## config.mk

```make
export PLATFORM = sky130hd
export DESIGN_NAME = mult_job_sequencer
export DESIGN_NICKNAME = d
export VERILOG_FILES = /design/src/rtl/mult_job_sequencer.sv
export SDC_FILE = /design/constraint.sdc
export NUM_CORES = 1
export LEC_CHECK = 0
export CORE_UTILIZATION = 40
export DETAILED_ROUTE_END_ITERATION = 12
export HOLD_SLACK_MARGIN = 0.08
export PLACE_DENSITY = 0.76
export SYNTH_ARGS = -nofsm -noshare
export SYNTH_HDL_FRONTEND = slang
export SYNTH_SLANG_ARGS = --single-unit
```

## constraint.sdc

```tcl
create_clock -name CLOCK -period 4.25 [get_ports CLOCK]
set_input_delay 0.425 -clock CLOCK [delete_from_list [all_inputs] [get_ports CLOCK]]
set_output_delay 0.425 -clock CLOCK [all_outputs]
set_load 0.02 [all_outputs]
```

## src/rtl/mult_job_sequencer.sv

```systemverilog
// mult_job_sequencer: single-job streaming wrapper around the shift-and-add multiplier.
// Takes an operand pair over valid/ready, holds it on mult_a/mult_b, pulses mult_start
// for one cycle, waits for mult_end, captures mult_s and presents the product on a
// valid/ready result port until it is consumed.
//
// Build option: define MULT_TIMEOUT_EN to bound the WAIT state to TIMEOUT_CYCLES
// cycles; an expired job completes with out_prod = 0 and out_err = 1.
//
//   state | meaning
//   ------+-----------------------------------------------------------
//   IDLE  | in_ready high; waiting for an operand pair
//   ISSUE | mult_start high for this one cycle; mult_end is ignored
//   WAIT  | waiting for mult_end (or the timeout, when built in)
//   HOLD  | out_valid high; product held until out_ready
module mult_job_sequencer #(
    parameter int tamano         = 8,
    parameter int TIMEOUT_CYCLES = 64
) (
    input  logic                  CLOCK,
    input  logic                  RESET,
    input  logic                  in_valid,
    output logic                  in_ready,
    input  logic [tamano-1:0]     in_a,
    input  logic [tamano-1:0]     in_b,
    output logic                  mult_start,
    output logic [tamano-1:0]     mult_a,
    output logic [tamano-1:0]     mult_b,
    input  logic [2*tamano-1:0]   mult_s,
    input  logic                  mult_end,
    output logic                  out_valid,
    input  logic                  out_ready,
    output logic [2*tamano-1:0]   out_prod,
    output logic                  out_err,
    output logic [15:0]           jobs_done
);

    typedef enum logic [1:0] {
        ST_IDLE  = 2'd0,
        ST_ISSUE = 2'd1,
        ST_WAIT  = 2'd2,
        ST_HOLD  = 2'd3
    } state_t;

    state_t                state_q;
    logic                  start_q;
    logic [tamano-1:0]     a_q;
    logic [tamano-1:0]     b_q;
    logic                  valid_q;
    logic [2*tamano-1:0]   prod_q;
    logic [15:0]           jobs_q;
    logic [15:0]           jobs_d;

    // Consumed-result count wraps naturally at 16 bits.
    assign jobs_d = jobs_q + 16'd1;

`ifdef MULT_TIMEOUT_EN
    localparam int CW = (TIMEOUT_CYCLES > 1) ? $clog2(TIMEOUT_CYCLES) : 1;

    logic [CW-1:0] wait_cnt_q;
    logic          err_q;
    logic          timeout_hit;

    // Last WAIT cycle of the budget: the counter has seen TIMEOUT_CYCLES-1 earlier cycles.
    assign timeout_hit = (wait_cnt_q == CW'(TIMEOUT_CYCLES - 1));

    // WAIT-cycle counter: cleared while issuing so it starts at zero on WAIT entry.
    always_ff @(posedge CLOCK) begin
        if (RESET) begin
            wait_cnt_q <= '0;
        end else if (state_q == ST_ISSUE) begin
            wait_cnt_q <= '0;
        end else if (state_q == ST_WAIT) begin
            wait_cnt_q <= wait_cnt_q + CW'(1);
        end
    end

    assign out_err = err_q;
`else
    // TIMEOUT_CYCLES has no effect in this build; nothing is elaborated here.
    if (TIMEOUT_CYCLES < 1) begin : g_timeout_unused
    end

    assign out_err = 1'b0;
`endif

    // Job sequencing FSM with registered handshake and operand outputs.
    always_ff @(posedge CLOCK) begin
        if (RESET) begin
            state_q <= ST_IDLE;
            start_q <= 1'b0;
            a_q     <= '0;
            b_q     <= '0;
            valid_q <= 1'b0;
            prod_q  <= '0;
            jobs_q  <= '0;
`ifdef MULT_TIMEOUT_EN
            err_q   <= 1'b0;
`endif
        end else begin
            case (state_q)
                ST_IDLE: begin
                    if (in_valid) begin
                        a_q     <= in_a;
                        b_q     <= in_b;
                        start_q <= 1'b1;
                        state_q <= ST_ISSUE;
`ifdef MULT_TIMEOUT_EN
                        err_q   <= 1'b0;
`endif
                    end
                end
                ST_ISSUE: begin
                    // A stale mult_end from the previous job is deliberately not looked at here.
                    start_q <= 1'b0;
                    state_q <= ST_WAIT;
                end
                ST_WAIT: begin
                    if (mult_end) begin
                        prod_q  <= mult_s;
                        valid_q <= 1'b1;
                        state_q <= ST_HOLD;
                    end
`ifdef MULT_TIMEOUT_EN
                    else if (timeout_hit) begin
                        prod_q  <= '0;
                        valid_q <= 1'b1;
                        err_q   <= 1'b1;
                        state_q <= ST_HOLD;
                    end
`endif
                end
                ST_HOLD: begin
                    if (out_ready) begin
                        valid_q <= 1'b0;
                        jobs_q  <= jobs_d;
                        state_q <= ST_IDLE;
                    end
                end
                default: begin
                    state_q <= ST_IDLE;
                    start_q <= 1'b0;
                    valid_q <= 1'b0;
                end
            endcase
        end
    end

    assign in_ready   = (state_q == ST_IDLE);
    assign mult_start = start_q;
    assign mult_a     = a_q;
    assign mult_b     = b_q;
    assign out_valid  = valid_q;
    assign out_prod   = prod_q;
    assign jobs_done  = jobs_q;

endmodule
```

==> reports/metrics.cfg, run 1 <==
[cts]
tritoncts=done
htreeDepth=2
cts_sinks=52
post_cts_buffers=0
cts_inserted_buffers=5
cts_root_buf=clkbuf_8
path_clk_slew_ps=90
clock_path_buffers=2
clock_latency_ps=300
cts_resized=0
cts_hold_buf=0

[synthesis]
synth_flop_cell=dfxtp_1
synth_warnings=0
synth_area_leaders=dfxtp_1 (49%), nand2_1 (13%), a21oi_1 (9.6%)
post-synth-top-count-cell=nand2_1
netlist_area_um2=2130
async_flop_share_pct=0
ys_seq_elements=52
seq_area_frac_synth_pct=48.9
synth_edf_count=0
synth_top_cell_by_area=dfxtp_1
synth_fp_nets=303
synth_commonest_cells=nand2_1 (74), dfxtp_1 (52), a21oi_1 (41), nor2_1 (17), clkbuf_1 (10)
syn_avg_cell_area_um2=8.20
synth_top_area_share_pct=48.9
syn_inst=260
synth.distinct_cells=31

[setup_path]
critical_path.slowest_cell=clkdlybuf4s50_1
rr_endpoint=jobs_done[13]
criticalPathCategory=register to primary output
reg2regPathDepth=5
cp.required_ps=3830
reg2reg_from=state_q[0]
crit_arrival_ps=1630
critical_path_peak_fanout=4
cp-start-kind=register
end_kind=primary output
reg2reg_slack_ps=2490
critPathMaxStageDelay_ps=630
worstPathCellList=inv_1 > ha_1 > clkdlybuf4s50_1

[final_layout]
finalInstanceArea_um2=3110
antenna_cells=0
nNetsFinal=382
flow.area_growth_from_synthesis_pct=45.8
layout-drive-gt1-share_pct=5.59
n_fill_cell=482

[power]
worst_ir_drop_vdd_uv=229
leakagePower_nw=1.08
powerDensity_nw_per_um2=398
total_power_w=0.00124

[sta]
slew_viol_final=0
finClkSkew_ps=9.74
min_period_over_period_pct=48.4
min_period_ps=2060
max-slew-margin-rel_pct=33.3
fin_setup_tns_ps=0
rsz0062_at_grt=no
finalHoldViolCount=0
setup_viol=0
worst_pin_slew_ps=1000
fmax_ghz=0.486

[floorplan]
core_area_um2=5110
fp.dieArea_um2=5620
rows=26
ios=89
start_util_pct=41.7
die_w_um=75.0
die-height_um=75.0

[hold_path]
min_from=out_prod[12]
holdCritPathClass=register to register
whs_path_depth=2
hold_end=out_prod[12]

[detailed_routing]
drt_iter0_drc=88
wirelength_um=5050
viasPerCell=4.87
drc=0
dr.pass1.iters=4
wl_per_cell_um=12.3
vias=1998
ant_nets=0

[placed_design]
numPortBuffers=87
dp_hpwl_um=3490
gp_congestion=0.807
dpl_cell_area_um2=3010

[grt]
grt_max_degree=55
antenna_found_initial=0
grt.total_usage_pct=18.2
grt-ovfl-total=0
grt_pass1_vias=1707
grt_pass1_wl_um=7800

[outcome]
status=complete, no violations

[run]
drv_cap=0

==> layout by cell type, fill, tap and decap left out, types with 2 or more instances in the layout <==
master and n:
clkdlybuf4s50_1 86, nand2_1 74, dfxtp_1 52, a21oi_1 41
nor2_1 17, xnor2_1 9, inv_1 8, ha_1 6
clkbuf_8 6, nor3_1 5, nor4_2 4, o21ai_0 4
nand4_2 3, nand3_1 3, or3_1 3, and2_1 2
nand2b_1 2
==> worst max-delay path by stage <==
stage                          start  slack (ps)            end  cells past startpoint
after global placement     out_ready        2320  jobs_done[15]                      5
after CTS                 state_q[0]        2180       in_ready                      3
after floorplan           state_q[0]        2730      mult_a[0]                      7
after detailed placement   out_ready        2270  jobs_done[15]                      5
final                     state_q[0]        2190       in_ready                      3
after global routing      state_q[0]        2090       in_ready                      3
==> flip-flops by register name, indices dropped and copies added (netlist names) <==
signal / flops
jobs_done: 16
mult_a: 8
mult_b: 8
mult_start: 1
out_prod: 16
out_valid: 1
state_q: 2
==> through the flow <==
stage | std cells | utilization [%] | hold WS, ps | setup WS, ps
global route | 410 | 60.8 | 483 | 2090
detailed placement | 402 | 59.0 | 445 | 2270
finish | 410 | 60.8 | 458 | 2190
CTS | 410 | 60.8 | 459 | 2180
floorplan | 260 | - | 510 | 2730
global placement | 402 | 59.0 | 441 | 2320
==> area by class of cell <==
cell class / instances / area (um^2) / area share (%)
inverter: 9 / 33.8 / 1.09
clock inverter: 1 / 7.51 / 0.242
multi-input combinational: 184 / 985 / 31.7
clock buffer: 7 / 86.3 / 2.78
tap: 70 / 87.6 / 2.82
sequential: 52 / 1040 / 33.5
timing repair buffer: 87 / 866 / 27.9
==> cell families after synthesis <==
| kind of cell | Yosys count | share of synthesized area [%] |
|---|---|---|
| AO/OA/AOI/OAI | 50 | 12.8 |
| XOR/XNOR | 10 | 4.11 |
| adder cells (fa/ha/maj) | 6 | 3.52 |
| buffers and inverters | 24 | 4.93 |
| flip-flops | 52 | 48.9 |
| multiplexers | 1 | 0.470 |
| other | 1 | 0.176 |
| AND/OR/NAND/NOR | 116 | 25.1 |
==> critical path, delay by kind of cell (launching register included) <==
| kind | cells | cell delay [ps] |
|---|---|---|
| flip-flops | 1 | 360 |
| adder cells (fa/ha/maj) | 1 | 210 |
| buffers and inverters | 2 | 750 |
==> where the power goes <==
part	switching, W	internal (W)	total (W)
sequential	0.0000300	0.000538	0.000568
clock	0.000161	0.000133	0.000294
combinational	0.000209	0.000167	0.000375
total	0.000400	0.000837	0.00124
==> routing by layer <==
metal,GRT usage (%),wire (um)
met1,22.6,2230
met2,28.7,2360
met3,6.56,389
met4,7.76,71
met5,0,0
(Power assumes the default switching activity.)
==> run 2, diff against run 1 <==
--- a/config.mk
+++ b/config.mk
@@ -5,10 +5,10 @@
 export SDC_FILE = /design/constraint.sdc
 export NUM_CORES = 1
 export LEC_CHECK = 0
-export CORE_UTILIZATION = 40
+export CORE_UTILIZATION = 38
 export DETAILED_ROUTE_END_ITERATION = 12
 export HOLD_SLACK_MARGIN = 0.08
-export PLACE_DENSITY = 0.76
+export PLACE_DENSITY = 0.75
 export SYNTH_ARGS = -nofsm -noshare
 export SYNTH_HDL_FRONTEND = slang
 export SYNTH_SLANG_ARGS = --single-unit
==> constraint.sdc (replaced) <==
create_clock -name CLOCK -period 1.85 [get_ports CLOCK]
set_input_delay 0.185 -clock CLOCK [delete_from_list [all_inputs] [get_ports CLOCK]]
set_output_delay 0.185 -clock CLOCK [all_outputs]
set_load 0.02 [all_outputs]
==> reports/metrics.cfg, run 2 (synthesis results as in run 1) <==
[final_layout]
antenna_cells=0  ; unchanged
seq_area_um2=1040  ; unchanged
layout_common_cells=clkdlybuf4s50_1 (85), nand2_1 (74), dfxtp_1 (52), a21oi_1 (41), nor2_1 (17)  ; was clkdlybuf4s50_1 (86), nand2_1 (74), dfxtp_1 (52), a21oi_1 (41), nor2_1 (17)
n_fill_cell=480  ; was 482
flow.area_growth_from_synthesis_pct=49.0  ; was 45.8%
nNetsFinal=389  ; was 382
layout-drive-gt1-share_pct=7.49  ; was 5.59%
multi_input_area_um2=985  ; unchanged
final_common_cell=clkdlybuf4s50_1  ; unchanged

[grt]
grt.total_usage_pct=17.0  ; was 18.2%
grt-ovfl-total=0  ; unchanged
grt_max_degree=28  ; was 55
antenna_found_initial=0  ; unchanged
grt_pass1_wl_um=8190  ; was 7800 um
grt_pass1_vias=1699  ; was 1,707

[sta]
slew_viol_final=0  ; unchanged
rsz0062_at_grt=no  ; unchanged
max-slew-margin-rel_pct=60.5  ; was 33.3%
fin_setup_tns_ps=0  ; unchanged
finalHoldViolCount=0  ; unchanged
min_period_ps=1570
min_period_over_period_pct=85.1
hold_ws_ps=251  ; was 458 ps
fmax_ghz=0.635
finClkSkew_ps=7.06  ; was 9.74 ps
worst_pin_slew_ps=593  ; was 1000 ps
setup_viol=0  ; unchanged

[setup_path]
critical_path.slowest_cell=dfxtp_1  ; was clkdlybuf4s50_1
path_buf_inv=0  ; was 2
cp-start-kind=register  ; unchanged
criticalPathCategory=register to register  ; was register to primary output
critPathMaxStageDelay_ps=400  ; was 630 ps
critical_path_peak_fanout=8  ; was 4
reg2reg_slack_ps=280  ; was 2490 ps
cp.required_ps=2040  ; was 3830 ps
crit_arrival_ps=1760  ; was 1630 ps
worstPathCellList=ha_1 > nand4_2 > nor4_2 > a21oi_1 > a31o_2  ; was inv_1 > ha_1 > clkdlybuf4s50_1
end_kind=register  ; was primary output
cp_top_family=simple AND/OR/NAND/NOR gates  ; was buffers and inverters

[hold_path]
holdCritPathClass=input pin to register  ; was register to register

[outcome]
status=complete, no violations  ; unchanged

[detailed_routing]
top_layer=met4  ; unchanged
vias=1969  ; was 1,998
dr.pass1.iters=4  ; unchanged
ant_nets=0  ; unchanged
met2_length_um=2310  ; was 2360 um
drt_iter0_drc=74  ; was 88
met1Wirelength_um=2290  ; was 2230 um
drc=0  ; unchanged
wl_met3_um=321  ; was 389 um
wirelength_um=4980  ; was 5050 um
wl_per_cell_um=12.0  ; was 12.3 um
viasPerCell=4.72  ; was 4.87

[cts]
clock_path_buffers=2  ; unchanged
htreeDepth=2  ; unchanged
cts_resized=0  ; unchanged
post_cts_buffers=0  ; unchanged
cts_hold_buf=0  ; unchanged
tritoncts=done  ; unchanged
cts_inserted_buffers=5  ; unchanged
cts_sinks=52  ; unchanged
clock_latency_ps=290  ; was 300 ps
cts_root_buf=clkbuf_8  ; unchanged
path_clk_slew_ps=90  ; about the same

[placed_design]
dp_hpwl_um=3600  ; was 3490 um
numPortBuffers=87  ; unchanged
gp_congestion=0.753  ; was 0.807

[floorplan]
die-height_um=76.9  ; was 75.0 um
core_area_um2=5240  ; was 5110 um^2
rows=26  ; unchanged
ios=89  ; unchanged
die_w_um=76.9  ; was 75.0 um
start_util_pct=40.7  ; was 41.7%
fp.dieArea_um2=5910  ; was 5620 um^2

[power]
worst_ir_drop_vdd_uv=612  ; was 229 uV
powerDensity_nw_per_um2=920  ; was 398 nW/um^2
leakagePower_nw=1.13  ; was 1.08 nW

[run]
drv_cap=0  ; unchanged

## run 2: through the flow
step	area [um^2]	instances	util (%)	total power, W	worst slack (ps)
after floorplan	2130	260	-	0.00182	327
after global placement	3070	409	58.5	0.00220	202
after detailed placement	3070	409	58.5	0.00221	164
after CTS	3170	417	60.6	0.00297	55.9
after global routing	3180	417	60.6	0.00310	104
final	3180	417	60.6	0.00292	276
## run 2: layout make-up
| cell class | count | share of cell area (%) |
|---|---|---|
| clock buffer | 6 | 2.29 |
| clock inverter | 2 | 1.10 |
| inverter | 9 | 1.06 |
| multi-input combinational | 184 | 31.0 |
| sequential | 52 | 32.8 |
| tap | 70 | 2.76 |
| timing repair buffer | 94 | 29.0 |
## run 2: metal layers
| layer | vias to the layer above | GRT usage, % |
|---|---|---|
| met1 | 879 | 21.2 |
| met4 | 0 | 4.04 |
| li1 | 1024 | - |
| met3 | 7 | 5.00 |
| met5 | - | 0 |
| met2 | 59 | 28.6 |
## run 2: worst reg2reg max path, delay by kind of cell, from the launching register on
| family | cells | cell delay (ps) |
|---|---|---|
| flops | 1 | 400 |
| compound gates | 2 | 310 |
| simple gates | 2 | 520 |
| fa+ha+maj | 1 | 250 |
## run 2: worst paths after layout
check	start	end	cells after the start
max reg2reg	state_q[0]	jobs_done[15]	5
max	state_q[0]	jobs_done[15]	5
min	RESET	jobs_done[7]	2
min reg2reg	mult_b[5]	mult_b[5]	2
## run 2: where the power goes
group	switching [W]	internal [W]	total, W	leakage (nW)
combinational	0.000471	0.000396	0.000867	0.649
sequential	0.0000680	0.00124	0.00130	0.422
clock	0.000350	0.000402	0.000752	0.0552
total	0.000889	0.00203	0.00292	1.13
==> run 3, diff against run 2 <==
--- a/config.mk
+++ b/config.mk
@@ -5,10 +5,11 @@
 export SDC_FILE = /design/constraint.sdc
 export NUM_CORES = 1
 export LEC_CHECK = 0
+export ABC_AREA = 1
 export CORE_UTILIZATION = 38
 export DETAILED_ROUTE_END_ITERATION = 12
 export HOLD_SLACK_MARGIN = 0.08
-export PLACE_DENSITY = 0.75
+export PLACE_DENSITY_LB_ADDON = 0.15
 export SYNTH_ARGS = -nofsm -noshare
 export SYNTH_HDL_FRONTEND = slang
 export SYNTH_SLANG_ARGS = --single-unit
==> reports/metrics.cfg, run 3 <==
[sta]
setup_viol=0  ; unchanged
min_period_over_period_pct=84.0  ; was 85.1%
finalHoldViolCount=0  ; unchanged
finClkSkew_ps=4.26  ; was 7.06 ps
fin_setup_tns_ps=0  ; unchanged
slew_viol_final=0  ; unchanged
min_period_ps=1550  ; was 1570 ps
rsz0062_at_grt=no  ; unchanged
fmax_ghz=0.643  ; was 0.635 GHz

[grt]
grt.total_usage_pct=17.6  ; was 17.0%
grt_max_degree=29  ; was 28
grt-ovfl-total=0  ; unchanged
grt_pass1_vias=1937  ; was 1,699
antenna_found_initial=0  ; unchanged
grt_pass1_wl_um=8450  ; was 8190 um

[cts]
tritoncts=done  ; unchanged
clock_path_buffers=2  ; unchanged
post_cts_buffers=0  ; unchanged
clock_latency_ps=300  ; was 290 ps
cts_inserted_buffers=5  ; unchanged
path_clk_slew_ps=90  ; about the same
htreeDepth=2  ; unchanged
cts_root_buf=clkbuf_8  ; unchanged
cts_hold_buf=0  ; unchanged
cts_sinks=52  ; unchanged

[setup_path]
critical_path_peak_fanout=6  ; was 8
worstPathCellList=clkdlybuf4s50_1  ; was ha_1 > nand4_2 > nor4_2 > a21oi_1 > a31o_2
critPathMaxStageDelay_ps=650  ; was 400 ps
critical_path.slowest_cell=clkdlybuf4s50_1  ; was dfxtp_1
cp.required_ps=1660  ; was 2040 ps
crit_arrival_ps=1370  ; was 1760 ps
cp_top_family=buffers and inverters  ; was simple AND/OR/NAND/NOR gates
cp-start-kind=register  ; unchanged
criticalPathCategory=register to primary output  ; was register to register
end_kind=primary output  ; was register
path_buf_inv=1  ; was 0

[floorplan]
die-height_um=76.7  ; was 76.9 um
rows=26  ; unchanged
core_area_um2=5240  ; unchanged
ios=89  ; unchanged
start_util_pct=40.4  ; was 40.7%
die_w_um=76.7  ; was 76.9 um
fp.dieArea_um2=5880  ; was 5910 um^2

[power]
worst_ir_drop_vdd_uv=635  ; was 612 uV
leakagePower_nw=1.27  ; was 1.13 nW
total_power_w=0.00334  ; was 0.00292 W
powerDensity_nw_per_um2=1060  ; was 920 nW/um^2

[synthesis]
synth_mux_area_share_pct=0  ; was 0.470%
synth_area_leaders=dfxtp_1 (49%), nor2_1 (15%), o21ai_0 (9.5%)  ; was dfxtp_1 (49%), nand2_1 (13%), a21oi_1 (9.6%)
syn_inst=288  ; was 260
synth_flop_cell=dfxtp_1  ; unchanged
synth_commonest_cells=nor2_1 (85), dfxtp_1 (52), o21ai_0 (40), nand2_1 (33), inv_1 (21)  ; was nand2_1 (74), dfxtp_1 (52), a21oi_1 (41), nor2_1 (17), clkbuf_1 (10)
synth_edf_count=0  ; unchanged
synth_top_cell_by_area=dfxtp_1  ; unchanged
synth_top_area_share_pct=49.1  ; was 48.9%
synth_simple_gate_area_share_pct=26.4  ; was 25.1%
netlist_area_um2=2120  ; was 2130 um^2
synthXorXnorAreaFrac_pct=0  ; was 4.11%
ys_seq_elements=52  ; unchanged
async_flop_share_pct=0  ; unchanged
synth_warnings=0  ; unchanged
synth_top_family_by_area=simple AND/OR/NAND/NOR gates  ; unchanged
seq_area_frac_synth_pct=49.1  ; was 48.9%
synth_fa_ha_area_share_pct=3.54  ; was 3.52%
syn_avg_cell_area_um2=7.36  ; was 8.20 um^2
synth_fp_nets=331  ; was 303
synth_compound_area_share_pct=14.0  ; was 12.8%
synth.distinct_cells=24  ; was 31
post-synth-top-count-cell=nor2_1  ; was nand2_1

[detailed_routing]
drt_iter0_drc=78  ; was 74
viasPerCell=4.56  ; was 4.72
vias=2044  ; was 1,969
dr.pass1.iters=4  ; unchanged
wl_per_cell_um=10.7  ; was 12.0 um
wirelength_um=4790  ; was 4980 um
drc=0  ; unchanged
ant_nets=0  ; unchanged

[placed_design]
gp_congestion=0.744  ; was 0.753
dp.cells=441  ; was 409
dp_hpwl_um=3530  ; was 3600 um
numPortBuffers=87  ; unchanged

[final_layout]
antenna_cells=0  ; unchanged
nNetsFinal=421  ; was 389
layout_common_cells=clkdlybuf4s50_1 (86), nor2_1 (85), dfxtp_1 (52), o21ai_0 (40), nand2_1 (33)  ; was clkdlybuf4s50_1 (85), nand2_1 (74), dfxtp_1 (52), a21oi_1 (41), nor2_1 (17)
utilization_pct=60.4  ; was 60.6%
flow.area_growth_from_synthesis_pct=49.4  ; was 49.0%
layout-drive-gt1-share_pct=4.76  ; was 7.49%
final_common_cell=clkdlybuf4s50_1  ; unchanged
layout.cells.non_filler=448  ; was 417

[hold_path]
holdCritPathClass=register to register  ; was input pin to register

[outcome]
status=complete, no violations  ; unchanged

[run]
drv_cap=0  ; unchanged

run 3: cell types whose count changed in the layout (fill, tap and decap cells not counted), moves of 3 or more:
cell     delta
inv_1      +13
nor4_2      -4
nand3_1     +8
or3_1       -3
a21oi_1    -28
nor2_1     +68
nand2_1    -41
o21ai_0    +36
nand4_2     -3
xnor2_1     -9
run 3: area by class of cell:
cell class	count	area, um^2
fillers	504	2070
flip-flops and latches	52	1040
multi-input cells	201	935
repair buffers	93	931
inverters	25	93.8
well taps	70	87.6
clock buffers	6	72.6
clock inverters	1	5.00
run 3: repair_timing:
item                                    in CTS  in global routing
resized for setup                            0                  1
hold endpoints to repair                     0                  0
endpoints found under the setup margin       0                  1
run 3: report_power, final:
group / switching [W] / internal (W)
Sequential: 0.000104 / 0.00132
Clock: 0.000347 / 0.000258
Combinational: 0.000706 / 0.000606
run 3: kinds of logic (layout without fill, tap and decap cells):
kind of cell | after synthesis | count (layout)
adder cells (fa/ha/maj) | 6 | 6
other | 1 | 1
flip-flops | 52 | 52
AO/OA/AOI/OAI | 57 | 57
buffers and inverters | 35 | 125
AND/OR/NAND/NOR | 137 | 137
run 3: layer usage:
layer	wire length, um	vias up	GRT usage (%)	share of wire (%)
li1	-	1095	-	-
met1	2250	884	20.7	47
met2	2160	60	30.5	45
met3	319	5	4.40	6.7
met4	60	0	6.92	1.3
met5	0	-	0	0
run 3: path summary, 6_finish.rpt:
check | cells past startpoint | slack (ps) | start | to
max | 1 | 300 | jobs_done[2] | jobs_done[2]
min | 2 | 490 | out_prod[8] | out_prod[8]
max reg2reg | 6 | 420 | jobs_done[1] | jobs_done[12]
min reg2reg | 2 | 490 | out_prod[8] | out_prod[8]
run 3: metrics by stage:
| stage | hold WS (ps) | worst slack, ps | cell area (um^2) |
|---|---|---|---|
| after floorplan | 263 | 353 | 2120 |
| after global placement | 462 | 358 | 3090 |
| after detailed placement | 472 | 319 | 3090 |
| after CTS | 490 | 58.1 | 3160 |
| after global routing | 512 | 212 | 3170 |
| final | 486 | 295 | 3170 |
==> edit (flow settings as in run 3) <==
Set the parameter `tamano` to 4 (it was 8).
--- a/src/rtl/mult_job_sequencer.sv
+++ b/src/rtl/mult_job_sequencer.sv
@@ -13,7 +13,7 @@
 //   WAIT  | waiting for mult_end (or the timeout, when built in)
 //   HOLD  | out_valid high; product held until out_ready
 module mult_job_sequencer #(
-    parameter int tamano         = 8,
+    parameter int tamano         = 4,
     parameter int TIMEOUT_CYCLES = 64
 ) (
     input  logic                  CLOCK,
Ports: changed (6 resized); port bits go from 89 to 57. The function was not compared with the original's and may differ.
==> edit against run 3 <==
Cell area shrank 27%. Sequential share of layout area is 1.9 points lower. Synthesized area fell by 24%. Setup slack got worse by 0.20 ns. Clock skew about the same. Wire length shrank 22%. Sequential cell count decreased by 16. Critical endpoint is now in_ready. Power down 27%.
==> edit: results (changes against run 3) <==
Placement
  – Routability congestion estimate: 0.843 (+13%)
  – Dpl hpwl: 2760 µm (-22%)
  – # port buffers: 55 (-37%)

Logic synthesis
  – Cell variety after synth: 25 (+4.2%)
  – Synth warn: 0 (unchanged)
  – Multiplexer share of the synthesized area: 0 (unchanged)
  – Synth Area in Adders: 0.0466 (+0.0112)
  – Syn_nets: 250 (-24%)
  – Synth area leaders: dfxtp_1 (45%), nor2_1 (12%), o21ai_0 (8.4%)
  – Main synth FF type: dfxtp_1
  – Post-synthesis xor/xnor area fraction: 0.00544 (+0.00544)
  – Post-synthesis compound-gate area fraction: 0.141 (+0.00143)
  – Register area share after synthesis: 0.448 (-0.0439)
  – Top cells by count, synth: nor2_1 (53), dfxtp_1 (36), o21ai_0 (27)

Power and ir drop
  – Peak supply drop: 655 µV (+3.1%)
  – Leak pwr: 0.876 nW (-31%)

Detailed routing
  – Number of DRC markers in iteration 0: 86 (+10%)
  – DR vias: 1,586 (-22%)
  – Overall routed net length: 3750 µm (-22%)

Global routing
  – Number of global-route vias before repair: 1,379 (-29%)
  – First-pass GRT wire length: 6170 µm (-27%)
  – Largest net degree at the start of global routing: 32 (+10%)
  – GR Overflow Total: 0 (unchanged)
  – GRT Total Usage: 0.186 (+0.0104)

Cells and area
  – Fin nets: 310 (-26%)
  – Share of cells above drive strength 1: 0.0634 (+0.0158)

Setup path
  – Critical-path maximum fanout: 4 (-2)
  – Critical path class: reg -> out
  – Worst EP arrival: 1.57 ns (+0.20 ns)

Timing
  – Final Skew: 0.00400 ns (-0.000254 ns)

CTS
  – Clock root buffer: clkbuf_8
  – CTS clk-pin slew, worst paths: 0.07 ns (-0.02 ns)

Outcome
  – Outcome: completed
[edit: cells by family (layout without fill, tap and decap cells)]
family,Yosys count,after routing
simple gates,105,105
flops,36,36
buf+inv,30,91
compound gates,44,44
other cells,1,1
xor+xnor,1,1
fa+ha+maj,6,6
[edit: area by class of cell]
class | count | area (µm²)
repair buffers | 57 | 566
well taps | 50 | 62.6
multi-input cells | 157 | 772
inverters | 26 | 97.6
flip-flops and latches | 36 | 721
fillers | 397 | 1700
clock buffers | 6 | 72.6
clock inverters | 2 | 35.0
[edit: final timing paths]
kind                end  depth (start not counted)  startpoint  slack (ns)
max            in_ready                          3  state_q[0]         0.1
min           mult_b[2]                          2   mult_b[2]        0.48
max reg2reg  mult_start                          6  state_q[0]        0.26
min reg2reg   mult_b[2]                          2   mult_b[2]        0.48
[edit: stage by stage]
| stage | instance area [µm²] | instances | util | worst slack, ns |
|---|---|---|---|---|
| floorplan | 1610 | 223 | - | 0.423 |
| global placement | 2220 | 326 | 0.551 | 0.250 |
| detailed placement | 2220 | 326 | 0.551 | 0.256 |
| CTS | 2330 | 334 | 0.577 | 0.0683 |
| global route | 2330 | 334 | 0.577 | 0.00844 |
| finish | 2330 | 334 | 0.577 | 0.0994 |
[edit: layer usage]
metal	share of wire	GRT usage
met1	0.48	0.240
met2	0.45	0.288
met3	0.062	0.0616
met4	0.011	0.0638
met5	0	0
[edit: worst max-delay path: stages, from the launching register on]
cell	delay (ns)
dfxtp_1	0.33
inv_1	0.12
ha_1	0.20
clkdlybuf4s50_1	0.62
[edit: power breakdown]
part	internal, mW	switching, mW	total, mW
logic	0.356	0.446	0.802
registers	0.897	0.0657	0.963
clock network	0.400	0.275	0.674
total	1.65	0.786	2.44
